[src/rtl/alu_share_arbiter.sv]
// rtl/alu_share_arbiter.sv - round-robin sharing of one 4-bit arithmetic unit between two requesters
//
// Purpose:
//    Grants one of two requesters (round-robin on ties) and latches its operands
//    onto a shared combinational arithmetic unit. It holds them for SETTLE_CYCLES,
//    captures the result and returns it over a valid/ready response handshake.
//    Only one operation is in flight at a time.
//
// Ports:
//    i_clk, i_rst                  clock, synchronous active-high reset
//    i_req_valid / o_req_ready     per-requester request handshake (bit i = requester i)
//    i_req_s0/1, i_req_cin0/1      operation select and carry-in per requester
//    i_req_a0/1, i_req_b0/1        operands per requester
//    o_rsp_valid / i_rsp_ready     per-requester response handshake
//    o_rsp_d, o_rsp_cout           captured result, qualified by o_rsp_valid
//    o_au_s/cin/a/b                operands driven to the arithmetic unit
//    i_au_d, i_au_cout             result returned by the arithmetic unit
//    o_grant_cnt0/1                saturating accept counters (only with ARB_STATS_EN)
//
// Optional feature macro: ARB_STATS_EN

module alu_share_arbiter #(
   parameter int SETTLE_CYCLES = 2,
   parameter int CNT_W         = 4
) (
   input  logic             i_clk,
   input  logic             i_rst,
   input  logic [1:0]       i_req_valid,
   output logic [1:0]       o_req_ready,
   input  logic [1:0]       i_req_s0,
   input  logic [1:0]       i_req_s1,
   input  logic             i_req_cin0,
   input  logic             i_req_cin1,
   input  logic [3:0]       i_req_a0,
   input  logic [3:0]       i_req_a1,
   input  logic [3:0]       i_req_b0,
   input  logic [3:0]       i_req_b1,
   output logic [1:0]       o_rsp_valid,
   input  logic [1:0]       i_rsp_ready,
   output logic [3:0]       o_rsp_d,
   output logic             o_rsp_cout,
   output logic [1:0]       o_au_s,
   output logic             o_au_cin,
   output logic [3:0]       o_au_a,
   output logic [3:0]       o_au_b,
   input  logic [3:0]       i_au_d,
   input  logic             i_au_cout
`ifdef ARB_STATS_EN
   ,
   output logic [7:0]       o_grant_cnt0,
   output logic [7:0]       o_grant_cnt1
`endif
);

   typedef enum logic [1:0] {
      ST_IDLE  = 2'd0,
      ST_DRIVE = 2'd1,
      ST_RESP  = 2'd2
   } state_t;

   localparam logic [CNT_W-1:0] CNT_LOAD = CNT_W'(SETTLE_CYCLES - 1);

   state_t           r_state;
   state_t           w_state_nxt;
   logic             r_prio;
   logic             r_gnt;
   logic [CNT_W-1:0] r_cnt;
   logic [1:0]       r_rsp_valid;
   logic [3:0]       r_rsp_d;
   logic             r_rsp_cout;
   logic [1:0]       r_au_s;
   logic             r_au_cin;
   logic [3:0]       r_au_a;
   logic [3:0]       r_au_b;

   logic             w_any;
   logic             w_gnt;
   logic             w_accept;
   logic             w_settled;
   logic             w_rsp_done;

   // Tie goes to the priority pointer; a lone requester always wins.
   assign w_any      = |i_req_valid;
   assign w_gnt      = (i_req_valid == 2'b11) ? r_prio : i_req_valid[1];
   assign w_accept   = (r_state == ST_IDLE) && w_any;
   assign w_settled  = (r_state == ST_DRIVE) && (r_cnt == '0);
   assign w_rsp_done = (r_state == ST_RESP) && i_rsp_ready[r_gnt];

   // State register
   always_ff @(posedge i_clk) begin
      if (i_rst) begin
         r_state <= ST_IDLE;
      end else begin
         r_state <= w_state_nxt;
      end
   end

   // Next-state logic
   always_comb begin
      w_state_nxt = r_state;
      case (r_state)
         ST_IDLE:  if (w_accept)   w_state_nxt = ST_DRIVE;
         ST_DRIVE: if (w_settled)  w_state_nxt = ST_RESP;
         ST_RESP:  if (w_rsp_done) w_state_nxt = ST_IDLE;
         default:                  w_state_nxt = ST_IDLE;
      endcase
   end

   // Output logic: request accept is combinational so a grant costs no extra cycle.
   always_comb begin
      o_req_ready = 2'b00;
      if (!i_rst && (r_state == ST_IDLE) && w_any) begin
         o_req_ready[w_gnt] = 1'b1;
      end
   end

   // Operand latch, settle counter, result capture and priority update.
   // The au_* registers are only written on accept so the unit never sees
   // a spurious zero between operations.
   always_ff @(posedge i_clk) begin
      if (i_rst) begin
         r_prio      <= 1'b0;
         r_gnt       <= 1'b0;
         r_cnt       <= '0;
         r_rsp_valid <= 2'b00;
         r_rsp_d     <= 4'd0;
         r_rsp_cout  <= 1'b0;
         r_au_s      <= 2'd0;
         r_au_cin    <= 1'b0;
         r_au_a      <= 4'd0;
         r_au_b      <= 4'd0;
      end else begin
         if (w_accept) begin
            r_gnt    <= w_gnt;
            r_cnt    <= CNT_LOAD;
            r_au_s   <= w_gnt ? i_req_s1   : i_req_s0;
            r_au_cin <= w_gnt ? i_req_cin1 : i_req_cin0;
            r_au_a   <= w_gnt ? i_req_a1   : i_req_a0;
            r_au_b   <= w_gnt ? i_req_b1   : i_req_b0;
         end
         if (r_state == ST_DRIVE) begin
            if (w_settled) begin
               r_rsp_d     <= i_au_d;
               r_rsp_cout  <= i_au_cout;
               r_rsp_valid <= r_gnt ? 2'b10 : 2'b01;
            end else begin
               r_cnt <= r_cnt - 1'b1;
            end
         end
         if (w_rsp_done) begin
            r_rsp_valid <= 2'b00;
            r_prio      <= ~r_gnt;
         end
      end
   end

   assign o_rsp_valid = r_rsp_valid;
   assign o_rsp_d     = r_rsp_d;
   assign o_rsp_cout  = r_rsp_cout;
   assign o_au_s      = r_au_s;
   assign o_au_cin    = r_au_cin;
   assign o_au_a      = r_au_a;
   assign o_au_b      = r_au_b;

`ifdef ARB_STATS_EN
   logic [7:0] r_grant_cnt0;
   logic [7:0] r_grant_cnt1;

   // Saturating per-requester accept counters.
   always_ff @(posedge i_clk) begin
      if (i_rst) begin
         r_grant_cnt0 <= 8'd0;
         r_grant_cnt1 <= 8'd0;
      end else if (w_accept) begin
         if (!w_gnt && (r_grant_cnt0 != 8'hFF)) r_grant_cnt0 <= r_grant_cnt0 + 8'd1;
         if ( w_gnt && (r_grant_cnt1 != 8'hFF)) r_grant_cnt1 <= r_grant_cnt1 + 8'd1;
      end
   end

   assign o_grant_cnt0 = r_grant_cnt0;
   assign o_grant_cnt1 = r_grant_cnt1;
`endif

endmodule
[config.mk]
export PLATFORM = sky130hd
export DESIGN_NAME = alu_share_arbiter
export DESIGN_NICKNAME = d
export VERILOG_FILES = /design/src/rtl/alu_share_arbiter.sv
export SDC_FILE = /design/constraint.sdc
export NUM_CORES = 1
export LEC_CHECK = 0
export BUFFER_PORTS_ARGS = -buffer_cell sky130_fd_sc_hd__clkbuf_2
export CAP_MARGIN = 20
export CORE_MARGIN = 1
export CORE_UTILIZATION = 51
export DETAILED_ROUTE_END_ITERATION = 10
export PLACE_DENSITY_LB_ADDON = 0.12
export SYNTH_ARGS = -nofsm -noshare
export SYNTH_HDL_FRONTEND = slang
export SYNTH_SLANG_ARGS = --single-unit
[constraint.sdc]
create_clock -name i_clk -period 2.16 [get_ports i_clk]
set_input_delay 0.216 -clock i_clk [delete_from_list [all_inputs] [get_ports i_clk]]
set_output_delay 0.216 -clock i_clk [all_outputs]
set_load 0.02 [all_outputs]
* Word-level counts from Yosys, hierarchy flattened
Index checks and enable logic that the tools add are counted.
** Word-level totals
- Register bits :: 26
- Input port bits :: 33
- Output and inout bits :: 20
- Logic and storage cells :: 53
** Operators by class
- $add $sub $neg :: 1
- Order comparisons :: 3
- Equality and inequality tests :: 6
- Mux-type cells :: 18
- Bitwise logic cells :: 1
- Reductions and logical operators :: 13
** Operators with widths (number)
- $mux 4 :: 5
- $mux 2 :: 6
- $logic_and 1x1->1 :: 6
- $ne 2x2->1 const B :: 3
- $pmux 2 s3 :: 1
- $mux 1 :: 5
- $eq 2x2->1 const B :: 2
- $logic_not 4->1 :: 1
- $lt 1x2->1 const B :: 2
- $reduce_or 2->1 :: 2
- $sub 4x1->4 const B :: 1
- $reduce_and 3->1 :: 1
- $eq 2x1->1 const B :: 1
- $logic_not 2->1 :: 1
- $reduce_and 2->1 :: 1
- $demux 1 s1 :: 1
- $ge 1x1->1 const B :: 1
- $logic_not 1->1 :: 1
- $not 1->1 :: 1

* Longest topological paths before layout
Gate-level depths: netlist of the first run.
- Word-level depth :: 7
- Gate-level depth with buffers :: 6
- Mapped depth without buffers :: 5

* Worst setup path before layout of the first run
No wires, ideal clock.
- Kind :: register to output
- Start :: register r_prio
- End :: output o_req_ready[1]
- Arrival :: 1370 ps
- Setup slack :: 574 ps
- Cell stages (with the launch flop) :: 4
- Buffers on the path :: 1
- Path through :: dfxtp_1 and2b_1 buf_2 nor4_1
** Between the ends
- Longest elaborated chain between the ends :: 6
** RTL lines
- from (decl) :: line 65 : logic r_prio;
- from (signal assigned) :: line 152 : r_prio <= ~r_gnt;
- $mux 1 * :: line 84 : assign w_gnt = (i_req_valid == 2'b11) ? r_prio : i_req_valid[1];
- $lt 1x2->1 (not written as such) or $ge 1x1->1 (tied branches) :: line 113 : o_req_ready[w_gnt] = 1'b1;
- $logic_and 1x1->1 (not written as such) :: line 113
- $mux 1 (not written as such) :: line 113
- $demux 1 s1 * :: line 113
- $mux 2 * :: line 112 : if (!i_rst && (r_state == ST_IDLE) && w_any) begin
- to (decl) :: line 29 : output logic [1:0] o_req_ready,
Mark *: on every way between the ends. The rest lies on a longest branch, timed or not.

* Final worst setup path of the first run
- Start :: register r_prio
- End :: output o_req_ready[0]
Same word-level chain as after synthesis.

==> results of run 1 <==
-- tightest hold or removal path, stage by stage --
cell and delay, ns:
clkbuf_2 0.08, nand3_1 0.05, a21oi_1 0.05
-- cells in the final DEF (no fill, tap or decap) --
| cell | count |
|---|---|
| or2_1 | 1 |
| or3b_1 | 1 |
| o21ai_0 | 20 |
| or3_1 | 2 |
| o311ai_0 | 1 |
| or2b_1 | 1 |
| nor3_1 | 2 |
| mux2i_1 | 1 |
| dfxtp_1 | 26 |
| a311oi_1 | 11 |
| ha_1 | 2 |
| clkbuf_4 | 3 |
| nor4_1 | 2 |
| and2b_1 | 2 |
| nand2b_1 | 2 |
| a21oi_1 | 24 |
| and3b_1 | 1 |
| a31oi_1 | 2 |
| clkbuf_2 | 52 |
| a31o_1 | 1 |
| o21bai_1 | 2 |
| inv_1 | 5 |
| nor2_1 | 4 |
| nand2_1 | 3 |
| nor3b_1 | 2 |
| nand3_1 | 7 |
| buf_4 | 3 |
| nand3b_1 | 11 |
| or4_1 | 1 |
| o221ai_1 | 2 |
| bufinv_16 | 1 |
| or2_2 | 1 |
-- per-layer routing --
layer | global-route usage [%] | part of all wire [%] | routed length, um | vias to the layer above
li1 | - | - | - | 670
met1 | 30.7 | 46 | 1490 | 605
met2 | 42.0 | 49 | 1580 | 36
met3 | 2.61 | 4.1 | 131 | 2
met4 | 7.89 | 0.53 | 17 | 0
met5 | 0 | 0 | 0 | -
-- cells in the mapped netlist (all sizes together), types with 3 or more instances --
master / n
dfxtp: 26
a21oi: 24
o21ai: 20
a311oi: 11
nand3b: 11
buf: 8
clkbuf: 7
nand3: 7
inv: 5
nor2: 4
nand2: 3
-- per-stage QoR --
| step | instance area, um2 | setup slack, ns | utilization [%] | hold WS [ns] |
|---|---|---|---|---|
| 3_5_place_dp | 1540 | 0.478 | 66.9 | 0.460 |
| 4_1_cts | 1590 | 0.193 | 69.2 | 0.100 |
| 2_1_floorplan | 1300 | 0.574 | - | 0.364 |
| 6_report | 1590 | 0.201 | 69.2 | 0.104 |
| 3_3_place_gp | 1540 | 0.595 | 66.9 | 0.453 |
| 5_1_grt | 1590 | 0.0996 | 69.2 | 0.0947 |
-- cell type report --
class                           instances  area [um2]  share of cell area [%]
Timing Repair Buffer                   55         283                    17.8
Clock buffer                            3        22.5                    1.42
Multi-Input combinational cell        109         681                    42.8
Clock inverter                          1        30.0                    1.89
Sequential cell                        26         520                    32.7
Tap cell                               28        35.0                    2.20
Inverter                                5        18.8                    1.18
-- report_power, final --
group,leakage (nW),switching (W),internal (W),total (W)
Combinational,0.427,0.000278,0.000174,0.000452
Sequential,0.214,0.0000461,0.000547,0.000594
Clock,0.0279,0.000148,0.000188,0.000335
Total,0.669,0.000472,0.000909,0.00138
-- cell families after synthesis --
kind of cell / Yosys count / synth area share (%)
compound gates: 63 / 29.1
fa+ha+maj: 2 / 1.92
buf+inv: 20 / 7.69
flops: 26 / 40.0
mux: 1 / 0.769
simple gates: 43 / 20.5
-- path summary, 6_finish.rpt --
kind,startpoint,to,cells after the start
worst max-delay path,r_prio$_SDFFE_PP0P_,o_req_ready[0],4
worst min-delay path,i_au_d[1],o_rsp_d[1]$_SDFFE_PP0P_,3
worst max register to register,r_cnt[0]$_SDFF_PP0_,r_cnt[2]$_SDFF_PP0_,6
worst min register to register,o_rsp_d[0]$_SDFFE_PP0P_,o_rsp_d[0]$_SDFFE_PP0P_,2
-- registers in the layout (all words and copies together) (netlist names) --
| name | cells |
|---|---|
| o_au_a | 4 |
| o_au_b | 4 |
| o_rsp_d | 4 |
| r_cnt | 4 |
| o_au_s | 2 |
| o_rsp_valid | 2 |
| r_state | 2 |
| o_au_cin | 1 |
| o_rsp_cout | 1 |
| r_gnt | 1 |
| r_prio | 1 |
==> results.py, run 1 <==
metrics = {
    "status": {
        "outcome": "finished, final reports clean",
    },
    "die": {
        "die_x_um": 52.5,
        "die_h_um": 52.5,
        "boundaryPins": 53,
        "die-area_um2": 2760,
        "start_util_pct": 56.6,
        "num_rows": 17,
        "core_um2": 2300,
    },
    "cts": {
        "cts_tree": "built",
        "cts_sinks": 26,
        "ctsHoldBuffers": 0,
        "cts_buffers": 3,
        "post_cts_resized": 0,
        "clk_pin_slew_ns": 0.15,
        "post_cts_buffers": 0,
        "clk_latency_ns": 0.32,
        "cts_max_level": 1,
        "clockBufferDepth": 2,
        "root_buffer": "clkbuf_4",
    },
    "drt": {
        "drt-wirelength-per-cell_um": 14.1,
        "num_vias": 1313,
        "wirelength_um": 3210,
        "ant_nets": 0,
        "vias_per_cell": 5.78,
        "drt-pass1-iter-count": 4,
        "drt-initial-drc-count": 31,
        "remaining_drc_errors": 0,
    },
    "synthesis": {
        "synth_top_area_share_pct": 40.0,
        "yosysWarnings": 0,
        "ys.flop_type": "dfxtp_1",
        "yosysUniqueCellTypes": 32,
        "netlist_area_um2": 1300,
        "synth-edff-count": 0,
        "syn_inst": 155,
        "syn_avg_cell_area_um2": 8.40,
        "yosys-top-cells-area": "dfxtp_1 (40%), a21oi_1 (9.2%), o21ai_0 (7.7%)",
        "async_reset_ff_share_pct": 0,
        "syn-num-nets": 190,
        "yosysSeqAreaShare_pct": 40.0,
        "yosys_register_bits": 26,
        "yosysTopAreaCell": "dfxtp_1",
    },
    "placed_design": {
        "routabilityCongestion": 0.774,
        "dp.cells": 223,
        "port_buffers": 52,
        "dp_hpwl_um": 2330,
    },
    "worst_setup_path": {
        "cp.arrival_ns": 1.74,
        "critPathKind": "flop to primary output",
        "critical_path.max_fanout": 25,
        "required_ns": 1.94,
        "critical-path-top-delay-family": "simple AND/OR/NAND/NOR gates",
        "worstPathBufferInverterCount": 1,
        "crit_path_cell_trace": "and2b_1 -> nor2_1 -> nor3_1 -> clkbuf_2",
        "slowest_delay_ns": 0.57,
        "crit_path_end_kind": "primary output",
        "cp-start-kind": "flop",
        "r2r_setup_slack_ns": 0.44,
        "critPathSlowestCell": "and2b_1",
    },
    "timing": {
        "post-route-period-util_pct": 90.7,
        "finalSetupTns_ns": 0,
        "relSlewSlack_pct": 51.3,
        "max_slew.worst_pin.slew_ns": 0.728,
        "final-hold-violation-count": 0,
        "fmax_mhz": 510,
        "setup_violations": 0,
        "clock_skew_ns": 0.00631,
        "rsz0062_at_grt": "false",
        "period_needed_ns": 1.96,
        "drv_slew": 0,
    },
    "final_layout": {
        "fin_cells": 227,
        "num-fill-cells": 203,
        "diodes": 0,
        "area_delta_synth_final_pct": 22.2,
        "drive_above_1_share_pct": 30.2,
        "nets": 235,
    },
    "pwr": {
        "total_power_w": 0.00138,
        "powerDensity_nw_per_um2": 868,
        "peakVddDrop_uv": 564,
        "p_leak_nw": 0.669,
    },
    "global_route": {
        "antenna_found_initial": 0,
        "grt_pass1_vias": 1141,
        "gr-total-overflow": 0,
        "grt_max_degree": 26,
        "track_usage_pct": 24.2,
        "grt_pass1_wl_um": 4930,
    },
    "hold_path": {
        "hp-class": "input port to flop",
    },
    "flow_run": {
        "cap_violations": 0,
    },
}
(Power assumes the default switching activity.)
==> run 2: changes to the inputs <==
--- a/config.mk
+++ b/config.mk
@@ -8,7 +8,7 @@
 export BUFFER_PORTS_ARGS = -buffer_cell sky130_fd_sc_hd__clkbuf_2
 export CAP_MARGIN = 20
 export CORE_MARGIN = 1
-export CORE_UTILIZATION = 51
+export CORE_UTILIZATION = 47
 export DETAILED_ROUTE_END_ITERATION = 10
 export PLACE_DENSITY_LB_ADDON = 0.12
 export SYNTH_ARGS = -nofsm -noshare
==> constraint.sdc (replaced) <==
create_clock -name i_clk -period 2 [get_ports i_clk]
set_input_delay 0.2 -clock i_clk [delete_from_list [all_inputs] [get_ports i_clk]]
set_output_delay 0.2 -clock i_clk [all_outputs]
set_load 0.02 [all_outputs]
==> run 2 against run 1 <==
  * Setup slack got worse by 0.017 ns
  * Wire length down 2.3%
  * Register-to-register slack got worse by 0.07 ns
  * Sequential share of layout area down 0.51 points
  * Critical path depth unchanged
  * Critical path type unchanged
  * Cell count up 2.2%
  * Non-clock buffer count increased by 3
  * Largest cell class unchanged
==> results.py, run 2 (synthesized netlist as in run 1, its figures left out) <==
metrics = {
    "status": {
        "outcome": "finished, final reports clean",
    },
    "final_layout": {
        "nets": 238,
        "final_common_cell": "clkbuf_2",
        "drive_above_1_share_pct": 31.2,
        "postLayoutCoreUtil_pct": 63.5,
        "area_delta_synth_final_pct": 24.1,
        "layout_common_cells": "clkbuf_2 (52), dfxtp_1 (26), a21oi_1 (24)",
        "num-fill-cells": 240,
        "diodes": 0,
    },
    "worst_setup_path": {
        "critical-path-top-delay-family": "simple AND/OR/NAND/NOR gates",
        "slowest_delay_ns": 0.39,
        "cp-start-kind": "flop",
        "cp.arrival_ns": 1.62,
        "critPathSlowestCell": "and2b_1",
        "crit_path_end_kind": "primary output",
        "crit_path_cell_trace": "and2b_1 -> nor2_1 -> nor3_1 -> clkbuf_2",
        "critical_path.max_fanout": 12,
        "critPathKind": "flop to primary output",
        "required_ns": 1.80,
        "worstPathBufferInverterCount": 1,
    },
    "hold_path": {
        "hp-class": "input port to flop",
    },
    "global_route": {
        "gr-total-overflow": 0,
        "grt_pass1_wl_um": 4530,
        "antenna_found_initial": 0,
        "track_usage_pct": 20.8,
        "grt_pass1_vias": 1063,
        "grt_max_degree": 19,
    },
    "timing": {
        "finalSetupTns_ns": 0,
        "period_needed_ns": 1.82,
        "relSlewSlack_pct": 48.9,
        "setup_violations": 0,
        "post-route-period-util_pct": 90.8,
        "fmax_mhz": 551,
        "rsz0062_at_grt": "false",
        "clock_skew_ns": 0.00380,
        "drv_slew": 0,
        "final-hold-violation-count": 0,
        "max_slew.worst_pin.slew_ns": 0.764,
    },
    "cts": {
        "cts_tree": "built",
        "clk_latency_ns": 0.33,
        "cts_max_level": 1,
        "clk_pin_slew_ns": 0.14,
        "post_cts_buffers": 0,
        "cts_buffers": 3,
        "root_buffer": "clkbuf_4",
        "cts_sinks": 26,
        "clockBufferDepth": 2,
        "ctsHoldBuffers": 0,
        "post_cts_resized": 0,
    },
    "pwr": {
        "total_power_w": 0.00151,
        "p_leak_nw": 0.683,
        "powerDensity_nw_per_um2": 936,
        "peakVddDrop_uv": 502,
    },
    "drt": {
        "ant_nets": 0,
        "vias_per_cell": 5.79,
        "remaining_drc_errors": 0,
        "drt-pass1-iter-count": 4,
        "wirelength_um": 3140,
        "drt-initial-drc-count": 36,
        "drt-wirelength-per-cell_um": 13.5,
        "num_vias": 1344,
    },
    "die": {
        "boundaryPins": 53,
        "die_h_um": 54.6,
        "num_rows": 18,
        "die-area_um2": 2980,
        "start_util_pct": 51.1,
        "core_um2": 2540,
        "die_x_um": 54.6,
    },
    "placed_design": {
        "routabilityCongestion": 0.744,
        "dp_hpwl_um": 2240,
        "port_buffers": 52,
    },
    "flow_run": {
        "cap_violations": 0,
    },
}
-- run 2: changes by cell type in the layout (fill, tap and decap cells not counted), sizes merged --
cell,delta
buf,+3
-- run 2: area by class of cell --
type | instances | area [um2] | share of cell area [%]
clock inverters | 1 | 30.0 | 1.86
flip-flops and latches | 26 | 520 | 32.2
clock buffers | 3 | 22.5 | 1.39
well taps | 30 | 37.5 | 2.32
inverters | 5 | 18.8 | 1.16
repair buffers | 58 | 305 | 18.9
multi-input cells | 109 | 681 | 42.1
-- run 2: per-stage QoR --
stage	instance area, um2	cells	hold WS (ns)	setup slack (ns)
2_1_floorplan	1300	155	0.348	0.430
3_3_place_gp	1560	228	0.434	0.475
3_5_place_dp	1560	228	0.442	0.424
4_1_cts	1620	232	0.0754	0.177
5_1_grt	1620	232	0.0844	0.124
6_report	1620	232	0.0838	0.184
-- run 2: worst paths after layout --
| kind | from | end | slack, ns | cells after the start |
|---|---|---|---|---|
| min | i_au_cout | o_rsp_cout$_SDFFE_PP0P_ | 0.08 | 3 |
| max | r_prio$_SDFFE_PP0P_ | o_req_ready[0] | 0.18 | 4 |
| min reg2reg | o_rsp_d[1]$_SDFFE_PP0P_ | o_rsp_d[1]$_SDFFE_PP0P_ | 0.49 | 2 |
| max reg2reg | r_state[1]$_SDFFE_PP0P_ | o_au_a[1]$_SDFFE_PP0P_ | 0.37 | 3 |
-- run 2: tightest hold or removal path, delay by kind of cell --
family                 cells  cell delay, ns
AO/OA/AOI/OAI              1            0.05
buffers and inverters      1            0.08
AND/OR/NAND/NOR            1            0.05
-- run 2: report_power, final --
group,internal (W),leakage [nW],switching [W],total [W]
Sequential,0.000591,0.214,0.0000480,0.000639
Clock,0.000203,0.0279,0.000165,0.000368
Combinational,0.000199,0.441,0.000304,0.000504
Total,0.000993,0.683,0.000518,0.00151
-- run 2: per-layer routing --
| metal | global-route usage (%) | up-vias | share of wire, % |
|---|---|---|---|
| li1 | - | 672 | - |
| met1 | 27.0 | 616 | 47 |
| met2 | 33.9 | 51 | 47 |
| met3 | 3.06 | 5 | 5.4 |
| met4 | 8.55 | 0 | 1.1 |
| met5 | 0 | - | 0 |
==> run 3: changes to the inputs <==
==> constraint.sdc (replaced) <==
create_clock -name i_clk -period 1.75 [get_ports i_clk]
set_input_delay 0.175 -clock i_clk [delete_from_list [all_inputs] [get_ports i_clk]]
set_output_delay 0.175 -clock i_clk [all_outputs]
set_load 0.02 [all_outputs]
==> run 3 against run 2 <==
  * Clock power decreased by 30%
  * Global-route usage increased by 1.4 points
  * Power is 3.9% higher
  * Critical path depth fell by 1
  * Utilization fell by 0.89 points
  * Critical path type unchanged
  * Largest cell class unchanged
  * Highest routed layer unchanged
==> results.py, run 3 (synthesized netlist as in run 1, its figures left out) <==
metrics = {
    "status": {
        "outcome": "finished, final reports clean",
    },
    "pwr": {
        "p_seq_share_pct": 46.7,
        "switching_share_pct": 37.0,
        "p_clk_share_pct": 16.3,
        "powerDensity_nw_per_um2": 986,
        "peakVddDrop_uv": 668,
        "p_sw_w": 0.000580,
        "pwr-share-comb_pct": 37.0,
        "internal_power_w": 0.000990,
        "p_leak_nw": 0.674,
    },
    "cts": {
        "root_buffer": "clkbuf_4",
        "clk_latency_ns": 0.32,
        "cts_max_level": 1,
        "ctsHoldBuffers": 0,
        "clk_pin_slew_ns": 0.13,
        "cts_buffers": 3,
        "cts_tree": "built",
        "clockBufferDepth": 2,
        "post_cts_resized": 0,
        "post_cts_buffers": 0,
        "cts_sinks": 26,
    },
    "worst_setup_path": {
        "critPathKind": "flop to primary output",
        "critical_path.max_fanout": 7,
        "required_ns": 1.57,
        "cp-start-kind": "flop",
        "cp.arrival_ns": 1.46,
        "crit_path_end_kind": "primary output",
        "ff2ff_path_depth": 5,
    },
    "global_route": {
        "grt_pass1_wl_um": 4720,
        "grt_pass1_vias": 1107,
        "grt_max_degree": 26,
        "track_usage_pct": 22.2,
        "antenna_found_initial": 0,
        "gr-total-overflow": 0,
    },
    "timing": {
        "relSlewSlack_pct": 74.6,
        "max_slew.worst_pin.slew_ns": 0.382,
        "final-hold-violation-count": 0,
        "post-route-period-util_pct": 93.2,
        "finalSetupTns_ns": 0,
        "setup_violations": 0,
        "rsz0062_at_grt": "false",
        "period_needed_ns": 1.63,
        "clock_skew_ns": 0.000836,
        "drv_slew": 0,
        "fmax_mhz": 613,
    },
    "final_layout": {
        "multi_input_area_um2": 681,
        "area_delta_synth_final_pct": 22.4,
        "drive_above_1_share_pct": 31.2,
        "regArea_um2": 520,
        "diodes": 0,
        "final_common_cell": "clkbuf_2",
        "layout_common_cells": "clkbuf_2 (52), dfxtp_1 (26), a21oi_1 (24)",
        "postLayoutCoreUtil_pct": 62.6,
        "nets": 239,
        "num-fill-cells": 242,
    },
    "drt": {
        "ant_nets": 0,
        "drt-wirelength-per-cell_um": 14.0,
        "drt-initial-drc-count": 18,
        "remaining_drc_errors": 0,
        "num_vias": 1327,
        "wirelength_um": 3260,
        "vias_per_cell": 5.72,
        "drt-pass1-iter-count": 4,
    },
    "die": {
        "num_rows": 18,
        "die-area_um2": 2980,
        "die_x_um": 54.6,
        "boundaryPins": 53,
        "start_util_pct": 51.1,
        "die_h_um": 54.6,
        "core_um2": 2540,
    },
    "flow_run": {
        "cap_violations": 0,
    },
    "placed_design": {
        "port_buffers": 52,
        "routabilityCongestion": 0.782,
        "dp_hpwl_um": 2380,
    },
    "hold_path": {
        "hp-class": "input port to flop",
        "min_path_cells": 3,
    },
}
run 3: changes by cell type in the layout (fill, tap and decap cells not counted):
cell       before  now
bufinv_16       1    0
buf_4           6    7
run 3: final timing paths:
check                            endpoint               startpoint  slack [ns]
setup / recovery           o_req_ready[1]  r_state[1]$_SDFFE_PP0P_        0.12
hold / removal    o_rsp_cout$_SDFFE_PP0P_                i_au_cout        0.07
setup reg to reg      r_cnt[0]$_SDFF_PP0_      r_cnt[0]$_SDFF_PP0_        0.18
hold reg to reg   o_rsp_cout$_SDFFE_PP0P_  o_rsp_cout$_SDFFE_PP0P_        0.49
run 3: critical path, cell delays in order (launching register included):
cell and delay, ns:
dfxtp_1 0.38, or2_1 0.32, nor4_1 0.21, clkbuf_2 0.22
run 3: layout make-up:
type                       count  area share, %
inverter                       5           1.18
multi-input combinational    109           42.7
tap                           30           2.36
sequential                    26           32.7
clock buffer                   3           1.41
timing repair buffer          59           19.6
run 3: per-stage QoR:
stage                     setup WS (ns)  cells  power (W)  hold WS, ns  instance area, um2
after global routing             0.0179    232    0.00167       0.0488                1590
final                             0.119    232    0.00157       0.0654                1590
after global placement            0.304    229    0.00130        0.410                1570
after floorplan                   0.205    155    0.00115        0.323                1300
after detailed placement          0.217    229    0.00133        0.417                1570
after CTS                         0.107    232    0.00158       0.0612                1590
run 3: layer usage:
metal  track usage [%]  share of wire, %  wire [um]  vias to the layer above
met3              4.17               3.7        119                        4
met1              27.4                46       1500                      614
li1                  -                 -          -                      672
met4              6.41              0.98         32                        0
met5                 0                 0          0                        -
met2              38.6                49       1610                       37
run 3: power by group through the flow:
stage,sequential (W),clock [W],combinational [W]
final,0.000733,0.000256,0.000581
after global routing,0.000749,0.000287,0.000635
after CTS,0.000733,0.000264,0.000581
after detailed placement,0.000746,0,0.000579
after global placement,0.000741,0,0.000561
after floorplan,0.000808,0,0.000342
